==> src/rtl/sdram_pro_read.sv <==
// rtl/sdram_pro_read.sv - full-page-burst SDRAM read engine
`timescale 1ns/1ps
module sdram_pro_read #(
    parameter int CAS_LATENCY = 3,
    parameter int CNT_TRCD    = 2,
    parameter int CNT_TRP     = 2
) (
    input  logic        sys_clk,
    input  logic        sys_rst_n,
    input  logic        init_end,
    input  logic        rd_en,
    input  logic [22:0] rd_addr,
    input  logic [9:0]  rd_burst_len,
    input  logic [15:0] sdram_data_in,
    output logic [3:0]  rd_sdram_cmd,
    output logic [11:0] rd_sdram_addr,
    output logic [1:0]  rd_sdram_bank,
    output logic        rd_ack,
    output logic [15:0] rd_sdram_data,
    output logic        rd_end
);

    localparam logic [3:0] CMD_NOP    = 4'b0111;
    localparam logic [3:0] CMD_ACTIVE = 4'b0011;
    localparam logic [3:0] CMD_READ   = 4'b0101;
    localparam logic [3:0] CMD_BST    = 4'b0110;
    localparam logic [3:0] CMD_PRE    = 4'b0010;

    typedef enum logic [2:0] {
        RD_IDLE, RD_ACTIVE, RD_TRCD, RD_READ, RD_DATA, RD_PRECHARGE, RD_TRP, RD_END
    } state_t;

    state_t      state;
    logic [22:0] lat_addr;
    logic [9:0]  lat_len;
    logic [9:0]  cnt;
    logic [9:0]  cnt_nxt;
    logic [9:0]  pre_pt;
    logic        ack_nxt;

    // From READ onward cnt counts bus cycles since READ; cnt_nxt is the cycle being scheduled.
    always_comb begin
        cnt_nxt = cnt + 10'd1;
        pre_pt  = lat_len + 10'(CAS_LATENCY);
        ack_nxt = (cnt_nxt > 10'(CAS_LATENCY)) && (cnt_nxt <= pre_pt);
    end

    always_ff @(posedge sys_clk or negedge sys_rst_n) begin
        if (!sys_rst_n) begin
            state         <= RD_IDLE;
            lat_addr      <= '0;
            lat_len       <= '0;
            cnt           <= '0;
            rd_sdram_cmd  <= CMD_NOP;
            rd_sdram_addr <= 12'hfff;
            rd_sdram_bank <= 2'b11;
            rd_ack        <= 1'b0;
            rd_sdram_data <= '0;
            rd_end        <= 1'b0;
        end else begin
            rd_sdram_cmd  <= CMD_NOP;
            rd_sdram_addr <= 12'hfff;
            rd_sdram_bank <= 2'b11;
            rd_ack        <= 1'b0;
            rd_end        <= 1'b0;
            case (state)
                RD_IDLE: begin
                    if (init_end && rd_en && rd_burst_len != 10'd0) begin
                        state    <= RD_ACTIVE;
                        lat_addr <= rd_addr;
                        lat_len  <= rd_burst_len;
                        cnt      <= '0;
                    end
                end
                RD_ACTIVE: begin
                    rd_sdram_cmd  <= CMD_ACTIVE;
                    rd_sdram_bank <= lat_addr[22:21];
                    rd_sdram_addr <= lat_addr[20:9];
                    cnt           <= '0;
                    state         <= RD_TRCD;
                end
                RD_TRCD: begin
                    if (cnt == 10'(CNT_TRCD)) begin
                        rd_sdram_cmd  <= CMD_READ;
                        rd_sdram_bank <= lat_addr[22:21];
                        rd_sdram_addr <= {3'b000, lat_addr[8:0]};
                        cnt           <= '0;
                        state         <= RD_READ;
                    end else begin
                        cnt <= cnt_nxt;
                    end
                end
                RD_READ, RD_DATA: begin
                    cnt    <= cnt_nxt;
                    rd_ack <= ack_nxt;
                    if (ack_nxt) begin
                        rd_sdram_data <= sdram_data_in;
                    end
                    // For a 512-word burst the terminate coincides with the page wrap.
                    if (cnt_nxt == lat_len) begin
                        rd_sdram_cmd <= CMD_BST;
                    end
                    if (cnt_nxt == pre_pt) begin
                        rd_sdram_cmd <= CMD_PRE;
                        cnt          <= '0;
                        state        <= RD_PRECHARGE;
                    end else begin
                        state <= RD_DATA;
                    end
                end
                RD_PRECHARGE: begin
                    if (CNT_TRP == 0) begin
                        rd_end <= 1'b1;
                        state  <= RD_END;
                    end else begin
                        cnt   <= 10'd1;
                        state <= RD_TRP;
                    end
                end
                RD_TRP: begin
                    if (cnt == 10'(CNT_TRP)) begin
                        rd_end <= 1'b1;
                        state  <= RD_END;
                    end else begin
                        cnt <= cnt_nxt;
                    end
                end
                RD_END: begin
                    cnt   <= '0;
                    state <= RD_IDLE;
                end
                default: state <= RD_IDLE;
            endcase
        end
    end

endmodule

==> config.mk <==
export PLATFORM = sky130hd
export DESIGN_NAME = sdram_pro_read
export DESIGN_NICKNAME = d
export VERILOG_FILES = /design/src/rtl/sdram_pro_read.sv
export SDC_FILE = /design/constraint.sdc
export NUM_CORES = 1
export LEC_CHECK = 0
export CORE_ASPECT_RATIO = 0.7
export CORE_UTILIZATION = 35
export DETAILED_ROUTE_END_ITERATION = 16
export GPL_ROUTABILITY_DRIVEN = 0
export PLACE_DENSITY = 0.68
export SYNTH_ARGS = -nofsm -noshare
export SYNTH_HDL_FRONTEND = slang
export SYNTH_SLANG_ARGS = --single-unit
==> constraint.sdc <==
create_clock -name sys_clk -period 4.05 [get_ports sys_clk]
set_clock_uncertainty 0.15 [all_clocks]
set_input_delay 0.81 -clock sys_clk [delete_from_list [all_inputs] [get_ports sys_clk]]
set_output_delay 0.81 -clock sys_clk [all_outputs]
set_load 0.03 [all_outputs]
==> run metrics, run 1 <==
status=finished, violations left; failing checks=design-rule violations; Nets=616; CTS resizes=0; Post-Synthesis Cells=475; grt total ovfl=0; DIE WIDTH=139.0 um; Synth Area in XOR/XNOR=4.188%; R2R Setup Slk=580 ps; via count=3905; minimum hold slack=314.7 ps; async set or reset register ratio after synthesis=100.0%; Inserted Clock Buffers=9; worst hold path class=reg2reg; Met3 Routed Length=483 um; Port Buf Inserts=87; yosys warns=0; crit share post-route=85.64%; DRT iter0 DRCs=287; postcts setup bufs=0; top post-synthesis cells by count=64 x dfrtp_1, 41 x nand2_1, 31 x mux2_2; area delta synth->final=27.22%; initial antenna violation count=0; CTS tree=done; Simple-Gate Fraction of Synth Area=18.49%; Syn Nets=545; CTS clk-pin slew, worst paths=60 ps; routed length per placed instance=16.40 um; vias in the first global route=3886; post-layout util=46.33%; number of synthesized flops with an enable pin=0; metal2 WL=5489 um; hold path endpoint=rd_sdram_bank[1]; Die Y=97.93 um; final instance area=5853 sq um; hold_sp=lat_addr[22]; Mean Syn Cell Area=9.686 sq um; Final Hold Violating Endpoints=0; area leader, netlist=dfrtp_1; Max Used Layer=met4; power density cells=666.8 nW/um^2; crit path DAT=3540 ps; core outline area=12630 sq um; Synth Area in Adders=4.623%; f_max=288.3 MHz; Top FF cell, synth=dfrtp_1; max-cap violations=0; post-synthesis compound-gate area fraction=14.28%; clock buffer depth=2; Setup Crit Path Kind=reg2reg; Max FO, Critical Path=33; Antenna Violating Nets Remaining=0; post-synthesis mux area share=7.588%; Synth Register Bits=81; setup TNS=0 ps; r2r endpoint=rd_sdram_data[9]; # DRC=2; mapped cell area=4601 sq um; largest net degree at the start of global routing=82; row cnt=34; R2R cell count=11; Via density=5.477; worst-margin pin slew=1092 ps; met1 WL=5561 um; RSZ-0062 raised after global routing=false; Leakage Power=0.002585 uW; DP HPWL=8140 um; min Tclk post-route=3468 ps; setup violators final=0; die area=13620 sq um; Pwr Total=3903 uW; CP endpoint kind=flip-flop; synth unique cells=53; H-tree depth=3; Worst Path Required=4120 ps; Hold Path Stages=1; routed wire length=11690 um; clock root buffer=clkbuf_16; DP Area=5565 sq um; Synth area leaders=dfrtp_1 35%, dfstp_2 9.7%, mux2_2 7.6%; Worst-Skew Late Latency=340 ps; worst IR drop on VDD=0.2953 mV; largest family of logic cells by synthesized area=simple AND/OR/NAND/NOR gates; post-synth top area share=34.81%; GRT Util Overall=17.70%; diode count=0; share of cells above drive strength 1=14.70%; clk sink count=81; CTS Hold Bufs=0; first-pass GRT wire length=19420 um; Critical Path Source Type=flip-flop; drt first pass iters=10; Top Ports=89; most common cell in the netlist=dfrtp_1; reg2reg start=cnt[1]; Starting Density=36.41%; fin. max-slew vios=0; Rel. slew slack=27.23%; post-synthesis sequential area ratio=44.52%
-- worst max-delay path: stages (launching register included) --
cell and delay, ps:
dfrtp_1 420, ha_1 300, and3_4 250, nand4_1 110
xor2_1 290, inv_1 80, ha_1 310, a21o_1 160
a211oi_1 240, o221a_2 690, a211o_1 240, nand3_1 70
-- through the flow --
stage | cells | setup WS, ps
after floorplan | 475 | 870.0
after global routing | 713 | 276.4
after CTS | 713 | 610.3
final | 713 | 581.6
after global placement | 697 | 758.5
after detailed placement | 697 | 629.8
-- placed cells by master, fill, tap and decap left out, drive strengths merged, types with 2 or more instances in the layout --
cell type and instances:
a211oi 2, a211o 17, o21ai 20, nand2 41, o22ai 2, inv 33
nor4 23, nor3 8, o211ai 3, a21oi 18, xor2 11, mux2 31
or2 2, dfstp 17, o31ai 3, nand3 25, or4 2, and2 2
nor3b 3, a31oi 20, dfrtp 64, clkbuf 10, xnor2 11, nand4 21
clkdlybuf4s50 86, or3 7, ha 17, a21o 4, nor2 16, clkinv 3
o21bai 2, buf 10
-- per-layer routing --
layer | GRT usage (%) | vias up
met4 | 5.385 | 0
met2 | 29.37 | 108
met5 | 0 | -
met3 | 3.482 | 14
li1 | - | 1865
met1 | 23.38 | 1918
-- sequential cells by signal (all words and copies together) (netlist names) --
| register | count |
|---|---|
| cnt | 10 |
| lat_len | 10 |
| rd_ack | 1 |
| rd_sdram_bank | 2 |
| state | 3 |
| rd_sdram_data | 16 |
| rd_sdram_cmd | 3 |
| rd_sdram_addr | 12 |
| rd_end | 1 |
| lat_addr | 23 |
-- cells by family (layout without fill, tap and decap cells) --
family,count (synthesis),count (layout)
and+or+nand+nor,159,159
AOI/OAI and AO/OA,98,98
DFF,81,81
buffers and inverters,66,142
muxes,31,31
xor gates and xnor gates,22,22
adders and majority gates,17,17
other,1,1
-- worst max-delay path by stage --
stage	slack, ps	endpoint	from	cells past startpoint
floorplan	870	rd_sdram_data[10]	cnt[2]	13
global placement	760	cnt[5]	cnt[2]	10
detailed placement	630	cnt[5]	cnt[2]	10
CTS	610	cnt[5]	cnt[2]	10
global route	280	rd_sdram_data[15]	cnt[2]	11
finish	580	rd_sdram_data[9]	cnt[1]	11
-- layout make-up --
cell class	instances	area, sq um
clock buffers	10	239.0
clock inverters	6	48.80
fillers	1172	6782
inverters	30	112.6
multi-input cells	328	2266
flip-flops and latches	81	2048
well taps	162	202.7
repair buffers	96	935.9
-- power by group --
part | internal [uW] | switching (uW) | leakage, uW
combinational | 786 | 999 | 0.00152
sequential | 1130 | 199 | 0.000920
clock | 440 | 346 | 0.000144
Note: power is estimated with default switching activity, not from simulation.
==> inputs of run 2 (changes only) <==
ABC_CLOCK_PERIOD_IN_PS = 4050   (was unset)
==> results of run 2 <==
Same layout as run 1: the final DEF is identical, and so are final timing and power.
==> inputs of run 3 (changes only) <==
PLACE_DENSITY = 0.56   (was 0.68)
==> run metrics, run 3 (synthesized netlist as in run 1, its figures left out) <==
initial antenna violation count=0 (unchanged); DP HPWL=7996 um (-1.8%); max-cap violations=0 (unchanged); vias in the first global route=3818 (-1.7%); worst-margin pin slew=1068 ps (-23.15 ps); met2 usage=27.51% (-1.9 points); share of cells above drive strength 1=14.86% (+0.15 points); Max FO, Critical Path=6 (-82%); area delta synth->final=28.34%; worst-path cell chain=ha_1 > and3_4 > nand4_1 > xor2_1 > inv_1 > ha_1 > nand3_1 > nor3_1 > a311oi_2 > o21bai_1 > o221ai_1; Port Buf Inserts=87 (unchanged); max reg flops=23 (unchanged); register area=2048 sq um (unchanged); clk sink count=81 (unchanged); largest net degree at the start of global routing=82 (unchanged); first-pass GRT wire length=19440 um (+0.11%); Nets=617 (+0.16%); grt total ovfl=0 (unchanged); postcts setup bufs=0 (unchanged); critical path launch point=cnt[1]; most common cell after layout, fill and taps aside=clkdlybuf4s50_1; Final Hold Violating Endpoints=0 (unchanged); Top Ports=89 (unchanged); Bufs and invs on worst path=1 (unchanged); critical path depth=11 (unchanged); R2R cell count=11 (unchanged); register with the most flip-flops=lat_addr; setup TNS=0 ps (unchanged); Worst Path Required=4090 ps (-30 ps); dominant delay contributor by cell family on the critical path=compound AO/OA/AOI/OAI gates; via count=3860 (-1.2%); Multi-input gate area=2266 sq um (unchanged); routed length per placed instance=16.21 um (-1.1%); Inst Count DP=698 (+0.14%); row cnt=34 (unchanged); slowest CP cell=o21bai_1; diode count=0 (unchanged); max incr delay on CP=490 ps (-200 ps); Inserted Clock Buffers=9 (unchanged); GRT Util Overall=18.10% (+0.40 points); # DRC=1 (-1); setup violators final=0 (unchanged); GR peak layer=met2; Worst-Skew Late Latency=340 ps (about the same); RSZ-0062 raised after global routing=false; drt first pass iters=10 (unchanged); clock buffer depth=2 (unchanged); clock root buffer=clkbuf_16; Largest regs=lat_addr x23, rd_sdram_data x16, rd_sdram_addr x12; power density cells=678.1 nW/um^2 (+1.7%); fin. max-slew vios=0 (unchanged); Hold Path Stages=1 (unchanged); CTS tree=done; H-tree depth=3 (unchanged); CTS clk-pin slew, worst paths=70 ps (about the same); GR Util met3=4.365% (+0.88 points); worst IR drop on VDD=0.2844 mV (-3.7%); Leakage Power=0.002609 uW (+0.95%); min Tclk post-route=3549 ps (+80.41 ps); Rel. slew slack=28.77% (+1.5 points); Critical Path Source Type=flip-flop; Worst path most repeated cell=ha_1; most frequent cells in the layout=86 x clkdlybuf4s50_1, 64 x dfrtp_1, 41 x nand2_1; Fillers=1162 (-0.85%); CTS resizes=0 (unchanged); Via density=5.406 (-1.3%); Die Y=97.93 um (unchanged); reg2reg start=cnt[1]; CTS Hold Bufs=0 (unchanged); hold_sp=lat_addr[21]; Non-Filler Instances=714 (+0.14%); DIE WIDTH=139.0 um (unchanged); core outline area=12630 sq um (unchanged); status=finished, violations left; routed wire length=11580 um (-1.0%); failing checks=design-rule violations; Setup Crit Path Kind=reg2reg; M1 GR Usage=25.36% (+2.0 points); crit share post-route=87.62% (+2.0 points); CP endpoint kind=flip-flop; worst hold path class=reg2reg; die area=13620 sq um (unchanged); Antenna Violating Nets Remaining=0 (unchanged); crit path DAT=3590 ps (+50 ps); Starting Density=36.41% (unchanged); DRT iter0 DRCs=261 (-9.1%); f_max=281.8 MHz (-2.3%)
run 3: cell count changes in the layout (fill, tap and decap cells not counted):
cell,change
clkinv_4,-1
clkbuf_8,-1
inv_8,+1
bufinv_16,+2
clkinv_2,-1
buf_4,+1
run 3: worst paths after layout:
path | endpoint | slack, ps
max | cnt[5] | 500
min | rd_sdram_bank[0] | 310
max reg2reg | cnt[5] | 500
min reg2reg | rd_sdram_bank[0] | 310
max in group asynchronous | rd_sdram_data[3] | 2590
min in group asynchronous | lat_len[4] | 480
run 3: through the flow:
stage	utilization, %	hold WS, ps	total power (uW)	instance area, sq um	worst slack, ps
2_1_floorplan	-	286.1	2591	4601	870.0
6_report	46.73	314.9	4004	5904	501.2
5_1_grt	46.73	337.5	4302	5904	218.5
3_3_place_gp	44.11	294.3	3069	5573	679.0
4_1_cts	46.73	316.1	4051	5904	561.2
3_5_place_dp	44.11	300.5	3112	5573	578.7
run 3: area by class of cell:
type	instances	area share [%]
clock buffers	9	3.814
inverters	30	1.907
well taps	162	3.433
repair buffers	97	15.98
clock inverters	7	1.801
multi-input cells	328	38.38
flip-flops and latches	81	34.69
run 3: per-layer routing:
layer,vias up,part of all wire [%]
li1,1863,-
met2,90,46
met5,-,0
met1,1894,48
met4,0,1.4
met3,13,4.4
run 3: where the power goes:
| group | internal (uW) | switching (uW) |
|---|---|---|
| registers | 1130 | 197 |
| clock network | 552 | 356 |
| logic | 784 | 982 |
